[config.mk]
export PLATFORM = sky130hd
export DESIGN_NAME = imem_fetch_ctrl_flat
export DESIGN_NICKNAME = d
export VERILOG_FILES = /design/src/rtl/imem_fetch_ctrl_if.sv /design/src/rtl/imem_fetch_ctrl.sv /design/src/flat_wrapper.sv
export SDC_FILE = /design/constraint.sdc
export NUM_CORES = 1
export LEC_CHECK = 0
export CORE_MARGIN = 2
export CORE_UTILIZATION = 30
export CTS_CLUSTER_DIAMETER = 200
export DETAILED_ROUTE_END_ITERATION = 7
export PLACE_DENSITY = 0.62
export SYNTH_ARGS = -nofsm -noshare
export SYNTH_HDL_FRONTEND = slang
export SYNTH_SLANG_ARGS = --single-unit
[constraint.sdc]
create_clock -name clk -period 2.75 [get_ports clk]
set_input_delay 0.275 -clock clk [delete_from_list [all_inputs] [get_ports clk]]
set_output_delay 0.275 -clock clk [all_outputs]
set_load 0.02 [all_outputs]
[src/rtl/imem_fetch_ctrl_if.sv]
// Fetch-side bundle: run/redirect control, combinational imem read port, and the
// instruction-queue head handshake toward decode.
interface imem_fetch_ctrl_if;
  logic        run;
  logic [15:0] imem_pc;
  logic [15:0] imem_instr;
  logic        redirect_valid;
  logic [15:0] redirect_pc;
  logic        ifq_valid;
  logic [15:0] ifq_instr;
  logic [15:0] ifq_pc;
  logic        ifq_ready;
  logic [15:0] fetch_cnt;

  modport master (
    input  run, imem_instr, redirect_valid, redirect_pc, ifq_ready,
    output imem_pc, ifq_valid, ifq_instr, ifq_pc, fetch_cnt
  );

  modport slave (
    output run, imem_instr, redirect_valid, redirect_pc, ifq_ready,
    input  imem_pc, ifq_valid, ifq_instr, ifq_pc, fetch_cnt
  );
endinterface

[src/rtl/imem_fetch_ctrl.sv]
// Instruction fetch into a 2-entry {pc,instr} queue; first push one edge after run enters FETCH.
// Fetch stalls while the queue is full with no pop; redirect flushes it.
// Optional IFETCH_PERF_CNT_EN adds a saturating delivered-instruction counter.
module imem_fetch_ctrl #(
  parameter logic [15:0] RESET_PC = 16'h0000,
  parameter logic [15:0] PC_WRAP  = 16'h0020
) (
  input logic             clk,
  input logic             rst_n,
  imem_fetch_ctrl_if.master bus
);

  typedef enum logic [1:0] {IDLE, FETCH, STALL} state_t;

  state_t      state, state_nxt;
  logic [15:0] pc;
  logic [15:0] pc_inc;
  logic [1:0]  count, count_nxt;
  logic [15:0] e0_pc, e0_instr, e1_pc, e1_instr;
  logic        pop, push;

  always_comb begin
    pop       = (count != 2'd0) && bus.ifq_ready;
    push      = (state == FETCH) && bus.run && !bus.redirect_valid
                && ((count != 2'd2) || pop);
    pc_inc    = pc + 16'd2;
    count_nxt = count;
    if (bus.redirect_valid) begin
      count_nxt = 2'd0;
    end else begin
      case ({push, pop})
        2'b10:   count_nxt = count + 2'd1;
        2'b01:   count_nxt = count - 2'd1;
        default: count_nxt = count;
      endcase
    end

    state_nxt = state;
    if (!bus.run) begin
      state_nxt = IDLE;
    end else if (bus.redirect_valid) begin
      // Redirect empties the queue, so a stalled fetch can resume right away.
      if (state == STALL) state_nxt = FETCH;
    end else begin
      case (state)
        IDLE:    state_nxt = FETCH;
        FETCH:   if (count_nxt == 2'd2) state_nxt = STALL;
        STALL:   if (pop) state_nxt = FETCH;
        default: state_nxt = IDLE;
      endcase
    end
  end

  always_ff @(posedge clk) begin
    if (!rst_n) begin
      state    <= IDLE;
      count    <= 2'd0;
      pc       <= RESET_PC;
      e0_pc    <= 16'h0000;
      e0_instr <= 16'h0000;
      e1_pc    <= 16'h0000;
      e1_instr <= 16'h0000;
    end else begin
      state <= state_nxt;
      count <= count_nxt;
      if (bus.redirect_valid) begin
        pc <= {bus.redirect_pc[15:1], 1'b0};
      end else if (push) begin
        pc <= (pc_inc == PC_WRAP) ? 16'h0000 : pc_inc;
      end

      if (!bus.redirect_valid) begin
        if (pop) begin
          if (count == 2'd2) begin
            e0_pc    <= e1_pc;
            e0_instr <= e1_instr;
          end
          // With a pop, the new word lands behind whatever survives at the head.
          if (push) begin
            if (count == 2'd2) begin
              e1_pc    <= pc;
              e1_instr <= bus.imem_instr;
            end else begin
              e0_pc    <= pc;
              e0_instr <= bus.imem_instr;
            end
          end
        end else if (push) begin
          if (count == 2'd0) begin
            e0_pc    <= pc;
            e0_instr <= bus.imem_instr;
          end else begin
            e1_pc    <= pc;
            e1_instr <= bus.imem_instr;
          end
        end
      end
    end
  end

  assign bus.imem_pc   = pc;
  assign bus.ifq_valid = (count != 2'd0);
  assign bus.ifq_instr = e0_instr;
  assign bus.ifq_pc    = e0_pc;

`ifdef IFETCH_PERF_CNT_EN
  logic [15:0] perf_cnt;

  always_ff @(posedge clk) begin
    if (!rst_n) begin
      perf_cnt <= 16'h0000;
    end else if (pop && (perf_cnt != 16'hFFFF)) begin
      perf_cnt <= perf_cnt + 16'd1;
    end
  end

  assign bus.fetch_cnt = perf_cnt;
`else
  assign bus.fetch_cnt = 16'h0000;
`endif

endmodule

[src/flat_wrapper.sv]
// flat-port wrapper written by rule: the top's interface ports become plain ports
module imem_fetch_ctrl_flat 
#(
  parameter logic [15:0] RESET_PC = 16'h0000,
  parameter logic [15:0] PC_WRAP  = 16'h0020
)
  (clk, rst_n, bus_run, bus_imem_instr, bus_redirect_valid, bus_redirect_pc, bus_ifq_ready, bus_imem_pc, bus_ifq_valid, bus_ifq_instr, bus_ifq_pc, bus_fetch_cnt);
  imem_fetch_ctrl_if bus_i ();
  input logic clk;
  input logic rst_n;
  input wire logic [$bits(bus_i.run)-1:0] bus_run;
  input wire logic [$bits(bus_i.imem_instr)-1:0] bus_imem_instr;
  input wire logic [$bits(bus_i.redirect_valid)-1:0] bus_redirect_valid;
  input wire logic [$bits(bus_i.redirect_pc)-1:0] bus_redirect_pc;
  input wire logic [$bits(bus_i.ifq_ready)-1:0] bus_ifq_ready;
  output wire logic [$bits(bus_i.imem_pc)-1:0] bus_imem_pc;
  output wire logic [$bits(bus_i.ifq_valid)-1:0] bus_ifq_valid;
  output wire logic [$bits(bus_i.ifq_instr)-1:0] bus_ifq_instr;
  output wire logic [$bits(bus_i.ifq_pc)-1:0] bus_ifq_pc;
  output wire logic [$bits(bus_i.fetch_cnt)-1:0] bus_fetch_cnt;
  assign bus_i.run = bus_run;
  assign bus_i.imem_instr = bus_imem_instr;
  assign bus_i.redirect_valid = bus_redirect_valid;
  assign bus_i.redirect_pc = bus_redirect_pc;
  assign bus_i.ifq_ready = bus_ifq_ready;
  assign bus_imem_pc = bus_i.imem_pc;
  assign bus_ifq_valid = bus_i.ifq_valid;
  assign bus_ifq_instr = bus_i.ifq_instr;
  assign bus_ifq_pc = bus_i.ifq_pc;
  assign bus_fetch_cnt = bus_i.fetch_cnt;
  imem_fetch_ctrl #(.RESET_PC(RESET_PC), .PC_WRAP(PC_WRAP)) u_core (.clk(clk), .rst_n(rst_n), .bus(bus_i));
endmodule
==> qor.txt, run 1 <==
Overall die height -> 121 um
Switch share -> 24.2%
Class of the worst hold path -> reg2reg
Final count of negative-setup-slack endpoints -> 0
Result of the run -> completed
Clock-pin slew of the registers on the worst-case setup and hold paths -> 60 ps
Clock Root Buffer -> sky130_fd_sc_hd__clkbuf_16
Leakage power -> 0.00188 uW
Cell count after synthesis -> 534
Synthesized cell area -> 4080 um2
Relative slew margins -> 39.7%
Clk pwr share -> 45.4%
Critical Path Fanout Max -> 12
Power density over cell area -> 537 nW/um2
Initial core utilization -> 30.8%
Top-level port count -> 102
Layout net count -> 638
Max Freq -> 0.430 GHz
Layout cells sized above 1 -> 6.62%
Iteration-0 DRC count of the detailed router -> 319
Max-cap violation count -> 0
DR vias/cell -> 5.12
Setup Total Neg Slack -> 0 ps
Number of antenna repair diodes -> 0
CP max-delay cell -> sky130_fd_sc_hd__nor3_1
Combinational fraction of design power -> 9.8%
Slew @ Worst Pin -> 901 ps
Buffers on Ports -> 84
Warning count from the yosys run -> 0
Commonest non-fill, non-tap cells in the layout -> sky130_fd_sc_hd__nand2_1 (93), sky130_fd_sc_hd__clkdlybuf4s50_1 (84), sky130_fd_sc_hd__dfxtp_1 (84)
Worst-path cell chain -> nand4_1 -> nor3_1 -> nor4b_1 -> o32a_1 -> a31oi_1
CTS Buf Count -> 9
Total via count after detailed routing -> 3,996
Hold Fails Final Rpt -> 0
Post-CTS Hold Fix Bufs -> 0
Antenna violations before repair -> 0
Type of element capturing the critical path -> flip-flop
Critical path type -> reg2reg
Die X-Extent -> 121 um
Average size of a mapped cell -> 7.63 um2
H-tree level count -> 3
Unrepaired setup endpoints after global routing -> false
Remaining routing DRC violations -> 0
Final HPWL DP -> 8140 um
Clock Path Buffers -> 2
Final min period -> 2320 ps
Clock tree skew after final layout -> 5.02 ps
Fillers -> 1,347
Element type at the critical path start -> flip-flop
Sequential area share after synthesis -> 41.3%
Async S/R FF share, synth -> 0%
CP Buf/Inv Count -> 0
Max incr delay on CP -> 670 ps
Routed Antenna Nets -> 0
Final period utilization -> 84.5%
Distinct cells, synth -> 49
Number of search-and-repair iterations in the first detailed-routing pass -> 5
Internal cell power -> 2170 uW
Primary FF master, synth -> sky130_fd_sc_hd__dfxtp_1
Total track usage -> 16.7%
Largest delay share family, worst path -> simple AND/OR/NAND/NOR gates
IR Drop Worst-Case VDD -> 0.000250 V
Critical path data required time -> 2960 ps
Routed wire length -> 11,900 um
Area added between synthesis and finish -> 30.7%
Global placement routability congestion -> 0.829
Post-CTS Setup Inserts -> 0
Net Sw Power -> 690 uW
CTS tree -> done
Seq. cell area -> 1680 um2
Sinks on Clock Net -> 84
PostCTS Resize Cnt -> 0
Most common library cell in the layout ignoring fill and taps -> sky130_fd_sc_hd__nand2_1
Slew Limit Fails -> 0
Number of enable-type register cells in the synthesized netlist -> 0
Core Box Area -> 13,200 um2
Clock latency at the later pin of the worst-skew pair -> 330 ps
Hold slack -> 450 ps
Detail-routed net length per standard cell -> 15.3 um
Arrival time of the worst setup path -> 2540 ps
Die area -> 14,500 um2
Wire length of the first global-routing pass -> 19,400 um
Area occupied by multi-input gates -> 2070 um2
Overall overflow remaining after global route -> 0
Number of rows in the core area -> 42
Via count of the first global-routing pass -> 3,790
Sequential share of power -> 44.8%
Post-synthesis register bit count -> 84
Pin count of the biggest net entering global routing -> 34
[power by group through the flow]
stage                     registers [uW]  clock network [uW]  logic (uW)
after floorplan                     1310                   0         157
after global placement              1310                   0         277
after detailed placement            1310                   0         279
after CTS                           1280                1320         281
after global routing                1290                1380         303
final                               1280                1300         280
[Yosys cell counts (3+ instances only)]
master,number,area [um2]
sky130_fd_sc_hd__nand3_1,4,20.0
sky130_fd_sc_hd__a21oi_1,68,340
sky130_fd_sc_hd__and2_1,16,100
sky130_fd_sc_hd__inv_1,7,26.3
sky130_fd_sc_hd__dfxtp_1,84,1680
sky130_fd_sc_hd__nor2_1,28,105
sky130_fd_sc_hd__buf_4,16,120
sky130_fd_sc_hd__a31oi_1,19,119
sky130_fd_sc_hd__nor4b_1,3,26.3
sky130_fd_sc_hd__nand4_1,6,37.5
sky130_fd_sc_hd__clkbuf_1,29,109
sky130_fd_sc_hd__nand2_1,93,349
sky130_fd_sc_hd__xor2_1,3,26.3
sky130_fd_sc_hd__o21ai_0,61,305
sky130_fd_sc_hd__a32oi_1,4,35.0
sky130_fd_sc_hd__nor4_1,5,31.3
sky130_fd_sc_hd__xnor2_1,3,26.3
sky130_fd_sc_hd__o22ai_1,18,113
sky130_fd_sc_hd__buf_2,15,75.1
sky130_fd_sc_hd__buf_6,3,33.8
sky130_fd_sc_hd__nand2b_1,4,25.0
sky130_fd_sc_hd__a22oi_1,6,45.0
sky130_fd_sc_hd__nor3_1,5,25.0
[tightest hold or removal path, delay by kind of cell, from the launching register on]
| family | cells | cell delay [ps] |
|---|---|---|
| DFF | 1 | 310 |
| and+or+nand+nor | 1 | 50 |
| AOI/OAI and AO/OA | 1 | 50 |
[flip-flops by register name (all words and copies together) (netlist names)]
register and cells:
u_core.bus.ifq_instr 16, u_core.bus.ifq_pc 16, u_core.bus.imem_pc 16, u_core.e1_instr 16
u_core.e1_pc 16, u_core.count 2, u_core.state 2
[layout make-up]
class                   count  share of cell area, %
repair buffers            104                   18.8
multi-input cells         392                   38.9
well taps                 176                   4.14
clock inverters             6                   1.64
clock buffers              10                   4.30
flip-flops and latches     84                   31.6
inverters                   8                  0.564
[metal layers]
metal,global-route usage (%),part of all wire [%],vias to the layer above,routed length (um)
li1,-,-,1970,-
met1,21.6,46,1884,5420
met2,27.9,48,131,5680
met3,3.96,5.8,11,695
met4,4.58,0.97,0,115
met5,0,0,-,0
[stage by stage]
stage | area (um2) | setup WS, ps | cells | total power (uW) | util (%)
after floorplan | 4130 | 365 | 549 | 1470 | -
after global placement | 5010 | 330 | 764 | 1580 | 37.8
after detailed placement | 5010 | 278 | 764 | 1590 | 37.8
after CTS | 5330 | 465 | 780 | 2880 | 40.2
after global routing | 5330 | 288 | 780 | 2960 | 40.2
final | 5330 | 427 | 780 | 2860 | 40.2
[logic make-up (layout without fill, tap and decap cells)]
group,Yosys count,count (layout),synth area share (%)
compound gates,191,191,27.0
other cells,1,16,0.0920
fa+ha+maj,2,2,0.614
simple gates,175,175,20.0
flops,84,84,41.3
buf+inv,73,128,9.24
mux,2,2,0.491
xor+xnor,6,6,1.29
[worst paths after layout]
check | startpoint | end | slack [ps] | cells after the start
setup / recovery | u_core.bus.imem_pc[5]$_SDFFE_PN0P_ | u_core.bus.imem_pc[5]$_SDFFE_PN0P_ | 430 | 5
hold / removal | u_core.e1_instr[11]$_SDFFE_PN0P_ | u_core.e1_instr[11]$_SDFFE_PN0P_ | 450 | 2
setup reg to reg | u_core.bus.imem_pc[5]$_SDFFE_PN0P_ | u_core.bus.imem_pc[5]$_SDFFE_PN0P_ | 430 | 5
hold reg to reg | u_core.e1_instr[11]$_SDFFE_PN0P_ | u_core.e1_instr[11]$_SDFFE_PN0P_ | 450 | 2
No activity file was read; power rests on OpenSTA's default activity.
==> inputs of run 2 (changes only) <==
--- a/config.mk
+++ b/config.mk
@@ -9,7 +9,7 @@
 export CORE_UTILIZATION = 30
 export CTS_CLUSTER_DIAMETER = 200
 export DETAILED_ROUTE_END_ITERATION = 7
-export PLACE_DENSITY = 0.62
+export PLACE_DENSITY = 0.64
 export SYNTH_ARGS = -nofsm -noshare
 export SYNTH_HDL_FRONTEND = slang
 export SYNTH_SLANG_ARGS = --single-unit
==> constraint.sdc (replaced) <==
create_clock -name clk -period 2 [get_ports clk]
set_input_delay 0.2 -clock clk [delete_from_list [all_inputs] [get_ports clk]]
set_output_delay 0.2 -clock clk [all_outputs]
set_load 0.02 [all_outputs]
==> qor.txt, run 2 (synthesis gave the netlist of run 1 again) <==
Slew @ Worst Pin -> 857 ps (-43.6 ps)
Layout net count -> 672 (+5.3%)
Sequential share of power -> 43.1% (-1.7 points)
Arrival time of the worst setup path -> 1720 ps (-820 ps)
Class of the worst hold path -> in2reg
Pin count of the biggest net entering global routing -> 32 (-5.9%)
Post-Place Cell Area -> 5280 um2 (+5.4%)
Relative slew margins -> 42.6% (+2.9 points)
Clock tree skew after final layout -> 7.16 ps (+2.14 ps)
Final count of negative-setup-slack endpoints -> 0 (unchanged)
Core Box Area -> 13,200 um2 (unchanged)
Top-level port count -> 102 (unchanged)
Net Sw Power -> 965 uW (+40%)
Crit path launch -> u_core.count[0]$_SDFF_PN0_
Critical path type -> reg2out
Worst setup slack after placement -> -271 ps (-549 ps)
Die X-Extent -> 121 um (unchanged)
Type of element capturing the critical path -> output pin
Total track usage -> 17.4% (+0.66 points)
Hold Fails Final Rpt -> 0 (unchanged)
Sinks on Clock Net -> 84 (unchanged)
Total via count after detailed routing -> 4,241 (+6.1%)
Wire length of the first global-routing pass -> 20,100 um (+3.2%)
Clk pwr share -> 45.3% (about the same)
Die area -> 14,500 um2 (unchanged)
Critical Path Fanout Max -> 9 (-3)
Commonest non-fill, non-tap cells in the layout -> sky130_fd_sc_hd__nand2_1 (93), sky130_fd_sc_hd__clkdlybuf4s50_1 (84), sky130_fd_sc_hd__dfxtp_1 (83)
Number of antenna repair diodes -> 0 (unchanged)
Final period utilization -> 96.2%
Post-layout util -> 43.0% (+2.8 points)
IR Drop Worst-Case VDD -> 0.000446 V (+78%)
CTS Buf Count -> 9 (unchanged)
Reg-to-reg startpoint -> u_core.state[1]$_SDFFE_PN0P_
Overall die height -> 121 um (unchanged)
Detail-routed net length per standard cell -> 16.3 um (+6.8%)
Max Freq -> 0.520 GHz
Leakage power -> 0.00207 uW (+10%)
Result of the run -> completed
Unrepaired setup endpoints after global routing -> true
Worst setup path end -> bus_ifq_valid
Global placement routability congestion -> 0.914 (+10%)
Iteration-0 DRC count of the detailed router -> 517 (+62%)
Reg2Reg Depth -> 9 (+4)
Initial core utilization -> 30.8% (unchanged)
Overall overflow remaining after global route -> 0 (unchanged)
Number of search-and-repair iterations in the first detailed-routing pass -> 7 (+2)
Final Instance Area -> 5690 um2 (+6.9%)
Antenna violations before repair -> 0 (unchanged)
Clock latency at the later pin of the worst-skew pair -> 340 ps (about the same)
Remaining routing DRC violations -> 0 (unchanged)
Max-cap violation count -> 0 (unchanged)
Endpoint of the lowest-slack register-to-register path -> u_core.bus.ifq_instr[12]$_SDFFE_PN0P_
Combinational fraction of design power -> 11.6% (+1.8 points)
Setup slack of the most critical reg-to-reg path -> 80 ps (-350 ps)
Final HPWL DP -> 8840 um (+8.6%)
DR vias/cell -> 5.21 (+1.7%)
Slew Limit Fails -> 0 (unchanged)
Clock Path Buffers -> 2 (unchanged)
Most common library cell in the layout ignoring fill and taps -> sky130_fd_sc_hd__nand2_1
Post-route setup slack -> 75.1 ps (-352 ps)
Clock-pin slew of the registers on the worst-case setup and hold paths -> 60 ps (about the same)
Area added between synthesis and finish -> 39.7%
Power density over cell area -> 705 nW/um2 (+31%)
Layout cells sized above 1 -> 12.2% (+5.6 points)
Switch share -> 24.0% (-0.12 points)
Number of cells in the design after placement -> 793 (+3.8%)
Number of rows in the core area -> 42 (unchanged)
Clock Root Buffer -> sky130_fd_sc_hd__clkbuf_16
Buffers on Ports -> 84 (unchanged)
Via count of the first global-routing pass -> 3,910 (+3.2%)
Element type at the critical path start -> flip-flop
Critical path data required time -> 1800 ps (-1160 ps)
Routed Antenna Nets -> 0 (unchanged)
H-tree level count -> 3 (unchanged)
Non-filler instance count after layout -> 814 (+4.4%)
CTS tree -> done
Post-CTS Hold Fix Bufs -> 0 (unchanged)
Internal cell power -> 3050 uW (+41%)
Routed wire length -> 13,300 um (+11%)
Final min period -> 1920 ps
==> run 2: power groups by stage <==
stage	logic, uW	clock network (uW)	registers (uW)
3_5_place_dp	454	0	1770
4_1_cts	457	1840	1730
6_report	465	1820	1730
2_1_floorplan	220	0	1800
3_3_place_gp	449	0	1770
5_1_grt	498	1910	1730
==> run 2: final cells by class <==
type / instances / area, um2
Tap cell: 176 / 220
Sequential cell: 84 / 1680
Fill cell: 1289 / 7550
Timing Repair Buffer: 138 / 1340
Multi-Input combinational cell: 392 / 2100
Clock buffer: 11 / 243
Inverter: 8 / 30.0
Clock inverter: 5 / 83.8
==> run 2: worst min path at each step <==
| stage | start | end | slack (ps) | depth (start not counted) |
|---|---|---|---|---|
| 2_1_floorplan | bus_imem_instr[10] | u_core.e1_instr[10]$_SDFFE_PN0P_ | 340 | 2 |
| 3_3_place_gp | u_core.e1_instr[4]$_SDFFE_PN0P_ | u_core.e1_instr[4]$_SDFFE_PN0P_ | 440 | 2 |
| 3_5_place_dp | u_core.e1_instr[4]$_SDFFE_PN0P_ | u_core.e1_instr[4]$_SDFFE_PN0P_ | 450 | 2 |
| 4_1_cts | bus_imem_instr[15] | u_core.e1_instr[15]$_SDFFE_PN0P_ | 440 | 3 |
| 5_1_grt | bus_imem_instr[11] | u_core.e1_instr[11]$_SDFFE_PN0P_ | 470 | 3 |
| 6_report | bus_imem_instr[15] | u_core.e1_instr[15]$_SDFFE_PN0P_ | 450 | 3 |
==> run 2: worst max-delay path, cell delays in order (launching register included) <==
cell and delay [ps]:
sky130_fd_sc_hd__dfxtp_1 330, sky130_fd_sc_hd__buf_4 160, sky130_fd_sc_hd__or2_1 240, sky130_fd_sc_hd__clkdlybuf4s50_1 650
==> run 2: what timing repair did <==
item / in CTS / in global routing
setup buffers: 0 / 2
gates resized for setup: 0 / 4
endpoints found under the hold margin: 0 / 0
endpoints found under the setup margin: 0 / 32
==> run 2: per-stage QoR <==
step | hold WS, ps | total power (uW) | TNS, ps
4_1_cts | 443 | 4030 | 0
3_5_place_dp | 446 | 2220 | -7510
2_1_floorplan | 336 | 2020 | -8490
5_1_grt | 468 | 4140 | -173
6_report | 455 | 4010 | 0
3_3_place_gp | 437 | 2220 | -5770
==> run 2: routing by layer <==
metal,global-route usage (%),share of wire (%),up-vias
li1,-,-,2040
met1,22.5,45,1980
met2,29.2,47,204
met3,4.29,7.3,17
met4,4.07,0.98,0
met5,0,0,-
==> inputs of run 3 (changes only) <==
--- a/config.mk
+++ b/config.mk
@@ -5,6 +5,7 @@
 export SDC_FILE = /design/constraint.sdc
 export NUM_CORES = 1
 export LEC_CHECK = 0
+export CORE_ASPECT_RATIO = 0.7
 export CORE_MARGIN = 2
 export CORE_UTILIZATION = 30
 export CTS_CLUSTER_DIAMETER = 200
==> qor.txt, run 3 (synthesis gave the netlist of run 1 again) <==
Layout cells sized above 1 -> 13.2% (+1.0 points)
Antenna violations before repair -> 0 (unchanged)
Buffers on Ports -> 84 (unchanged)
Total via count after detailed routing -> 4,269 (+0.66%)
Leakage power -> 0.00209 uW (+0.69%)
Via count of the first global-routing pass -> 4,108 (+5.1%)
Hold Fails Final Rpt -> 0 (unchanged)
Critical Path Fanout Max -> 9 (unchanged)
Hold-critical path depth -> 2 (-1)
Die X-Extent -> 143 um (+19%)
Arrival time of the worst setup path -> 2180 ps (+460 ps)
Non-filler instance count after layout -> 827 (+1.6%)
Critical path type -> reg2reg
Uppermost layer routed -> met4
Sinks on Clock Net -> 84 (unchanged)
Remaining routing DRC violations -> 0 (unchanged)
CTS Buf Count -> 9 (unchanged)
Internal cell power -> 2780 uW (-8.9%)
Detail Route met3 WL -> 1140 um (+18%)
Class of the worst hold path -> reg2reg
Fillers -> 1,293 (+0.31%)
Tot Pwr -> 3700 uW (-7.8%)
Overall die height -> 102 um (-16%)
Relative slew margins -> 65.6% (+23 points)
Met2 WL -> 5860 um (-5.9%)
Type of element capturing the critical path -> flip-flop
Element type at the critical path start -> flip-flop
Slew @ Worst Pin -> 515 ps (-342 ps)
Result of the run -> completed
IR Drop Worst-Case VDD -> 0.000359 V (-19%)
Clock latency at the later pin of the worst-skew pair -> 340 ps (about the same)
Setup slack of the most critical reg-to-reg path -> 80 ps (about the same)
Clock tree skew after final layout -> 6.62 ps (-0.546 ps)
Max Freq -> 0.521 GHz (+0.33%)
Clk pwr share -> 40.6% (-4.7 points)
Max-cap violation count -> 0 (unchanged)
Slew Limit Fails -> 0 (unchanged)
Critical path data required time -> 2260 ps (+460 ps)
Global placement routability congestion -> 0.894 (-2.3%)
Top-level port count -> 102 (unchanged)
Number of search-and-repair iterations in the first detailed-routing pass -> 5 (-2)
Die area -> 14,500 um2 (+0.10%)
Final HPWL DP -> 9100 um (+3.0%)
Switch share -> 24.9% (+0.90 points)
Final count of negative-setup-slack endpoints -> 0 (unchanged)
Crit path launch -> u_core.state[1]$_SDFFE_PN0P_
Overall overflow remaining after global route -> 0 (unchanged)
Reg-to-reg startpoint -> u_core.state[1]$_SDFFE_PN0P_
Iteration-0 DRC count of the detailed router -> 257 (-50%)
Worst setup path end -> u_core.bus.ifq_pc[1]$_SDFFE_PN0P_
Power density over cell area -> 652 nW/um2 (-7.4%)
Wire length of the first global-routing pass -> 20,500 um (+2.4%)
Most common library cell in the layout ignoring fill and taps -> sky130_fd_sc_hd__nand2_1
Area added between synthesis and finish -> 39.1%
Clock-pin slew of the registers on the worst-case setup and hold paths -> 60 ps (about the same)
Total track usage -> 18.0% (+0.58 points)
Detail-routed net length per standard cell -> 15.8 um (-2.9%)
Initial core utilization -> 30.8% (+0.041 points)
CTS tree -> done
Final period utilization -> 95.9% (-0.32 points)
Core Box Area -> 13,200 um2 (-0.13%)
Reg2Reg Depth -> 9 (unchanged)
Pin count of the biggest net entering global routing -> 26 (-19%)
Layout net count -> 678 (+0.89%)
Number of antenna repair diodes -> 0 (unchanged)
DR vias/cell -> 5.16 (-0.92%)
Clock Path Buffers -> 2 (unchanged)
Final min period -> 1920 ps (-6.35 ps)
Routed Antenna Nets -> 0 (unchanged)
Net Sw Power -> 922 uW (-4.4%)
H-tree level count -> 3 (unchanged)
Number of cells in the design after placement -> 807 (+1.8%)
Number of rows in the core area -> 35 (-17%)
Combinational fraction of design power -> 12.5% (+0.9 points)
M1 WL -> 5930 um (-0.52%)
Routed wire length -> 13,100 um (-1.4%)
Commonest non-fill, non-tap cells in the layout -> sky130_fd_sc_hd__nand2_1 (93), sky130_fd_sc_hd__clkdlybuf4s50_1 (83), sky130_fd_sc_hd__dfxtp_1 (83)
Clock Root Buffer -> sky130_fd_sc_hd__clkbuf_16
Sequential share of power -> 46.9% (+3.8 points)
Start point of the worst min-delay path -> u_core.e1_instr[11]$_SDFFE_PN0P_
Endpoint of the lowest-slack register-to-register path -> u_core.bus.ifq_pc[1]$_SDFFE_PN0P_
-- run 3: changes by cell type in the layout (fill, tap and decap cells not counted), moves of 2 or more --
cell                        change
sky130_fd_sc_hd__buf_12         -2
sky130_fd_sc_hd__bufinv_16      -2
sky130_fd_sc_hd__o21ai_2        +2
sky130_fd_sc_hd__o21ai_1        -2
sky130_fd_sc_hd__buf_4          +7
-- run 3: metal layers --
metal  up-vias  global-route usage, %
li1       2052                      -
met1      2039                   24.0
met2       160                   27.9
met3        18                   5.96
met4         0                   5.20
met5         -                      0
-- run 3: metrics by stage --
stage	area [um2]	setup TNS [ps]	hold WS [ps]	worst slack [ps]	util (%)
after global placement	5300	-7540	437	-251	40.1
final	5670	0	450	81.4	42.9
after detailed placement	5300	-7990	443	-314	40.1
after global routing	5670	-55.2	468	-14.1	42.9
after CTS	5570	0	441	6.58	42.1
after floorplan	4170	-8490	336	-282	-
-- run 3: final cells by class --
class	instances	area (um2)	area share, %
multi-input cells	392	2110	37.3
flip-flops and latches	84	1680	29.7
repair buffers	144	1350	23.8
clock buffers	12	246	4.35
well taps	185	231	4.08
inverters	8	30.0	0.530
clock inverters	2	12.5	0.221
-- run 3: worst max-delay path, stage by stage (launching register included) --
cell	delay, ps
sky130_fd_sc_hd__dfxtp_2	320
sky130_fd_sc_hd__and4bb_1	290
sky130_fd_sc_hd__a21boi_4	200
sky130_fd_sc_hd__inv_2	60
sky130_fd_sc_hd__ha_4	160
sky130_fd_sc_hd__a211oi_4	190
sky130_fd_sc_hd__o21a_4	240
sky130_fd_sc_hd__buf_6	160
sky130_fd_sc_hd__o21ai_2	60
sky130_fd_sc_hd__a31oi_1	150
-- run 3: power by group through the flow --
stage / Clock [uW] / Sequential (uW) / Combinational, uW
floorplan: 0 / 1800 / 220
global placement: 0 / 1770 / 445
detailed placement: 0 / 1770 / 453
CTS: 1530 / 1730 / 456
global route: 1590 / 1740 / 499
finish: 1500 / 1740 / 462
-- run 3: worst min path at each step --
stage / end / slack [ps]
2_1_floorplan: u_core.e1_instr[10]$_SDFFE_PN0P_ / 340
3_3_place_gp: u_core.e1_instr[4]$_SDFFE_PN0P_ / 440
3_5_place_dp: u_core.e1_instr[8]$_SDFFE_PN0P_ / 440
4_1_cts: u_core.bus.imem_pc[11]$_SDFFE_PN0P_ / 440
5_1_grt: u_core.e1_instr[11]$_SDFFE_PN0P_ / 470
6_report: u_core.e1_instr[11]$_SDFFE_PN0P_ / 450
-- run 3: what timing repair did --
item / CTS / global route
buffers inserted: 0 / 5
resized for setup: 4 / 9
hold buffers: 0 / 0
setup endpoints to repair: 13 / 33
pin swaps: 0 / 2
cloned: 0 / 1
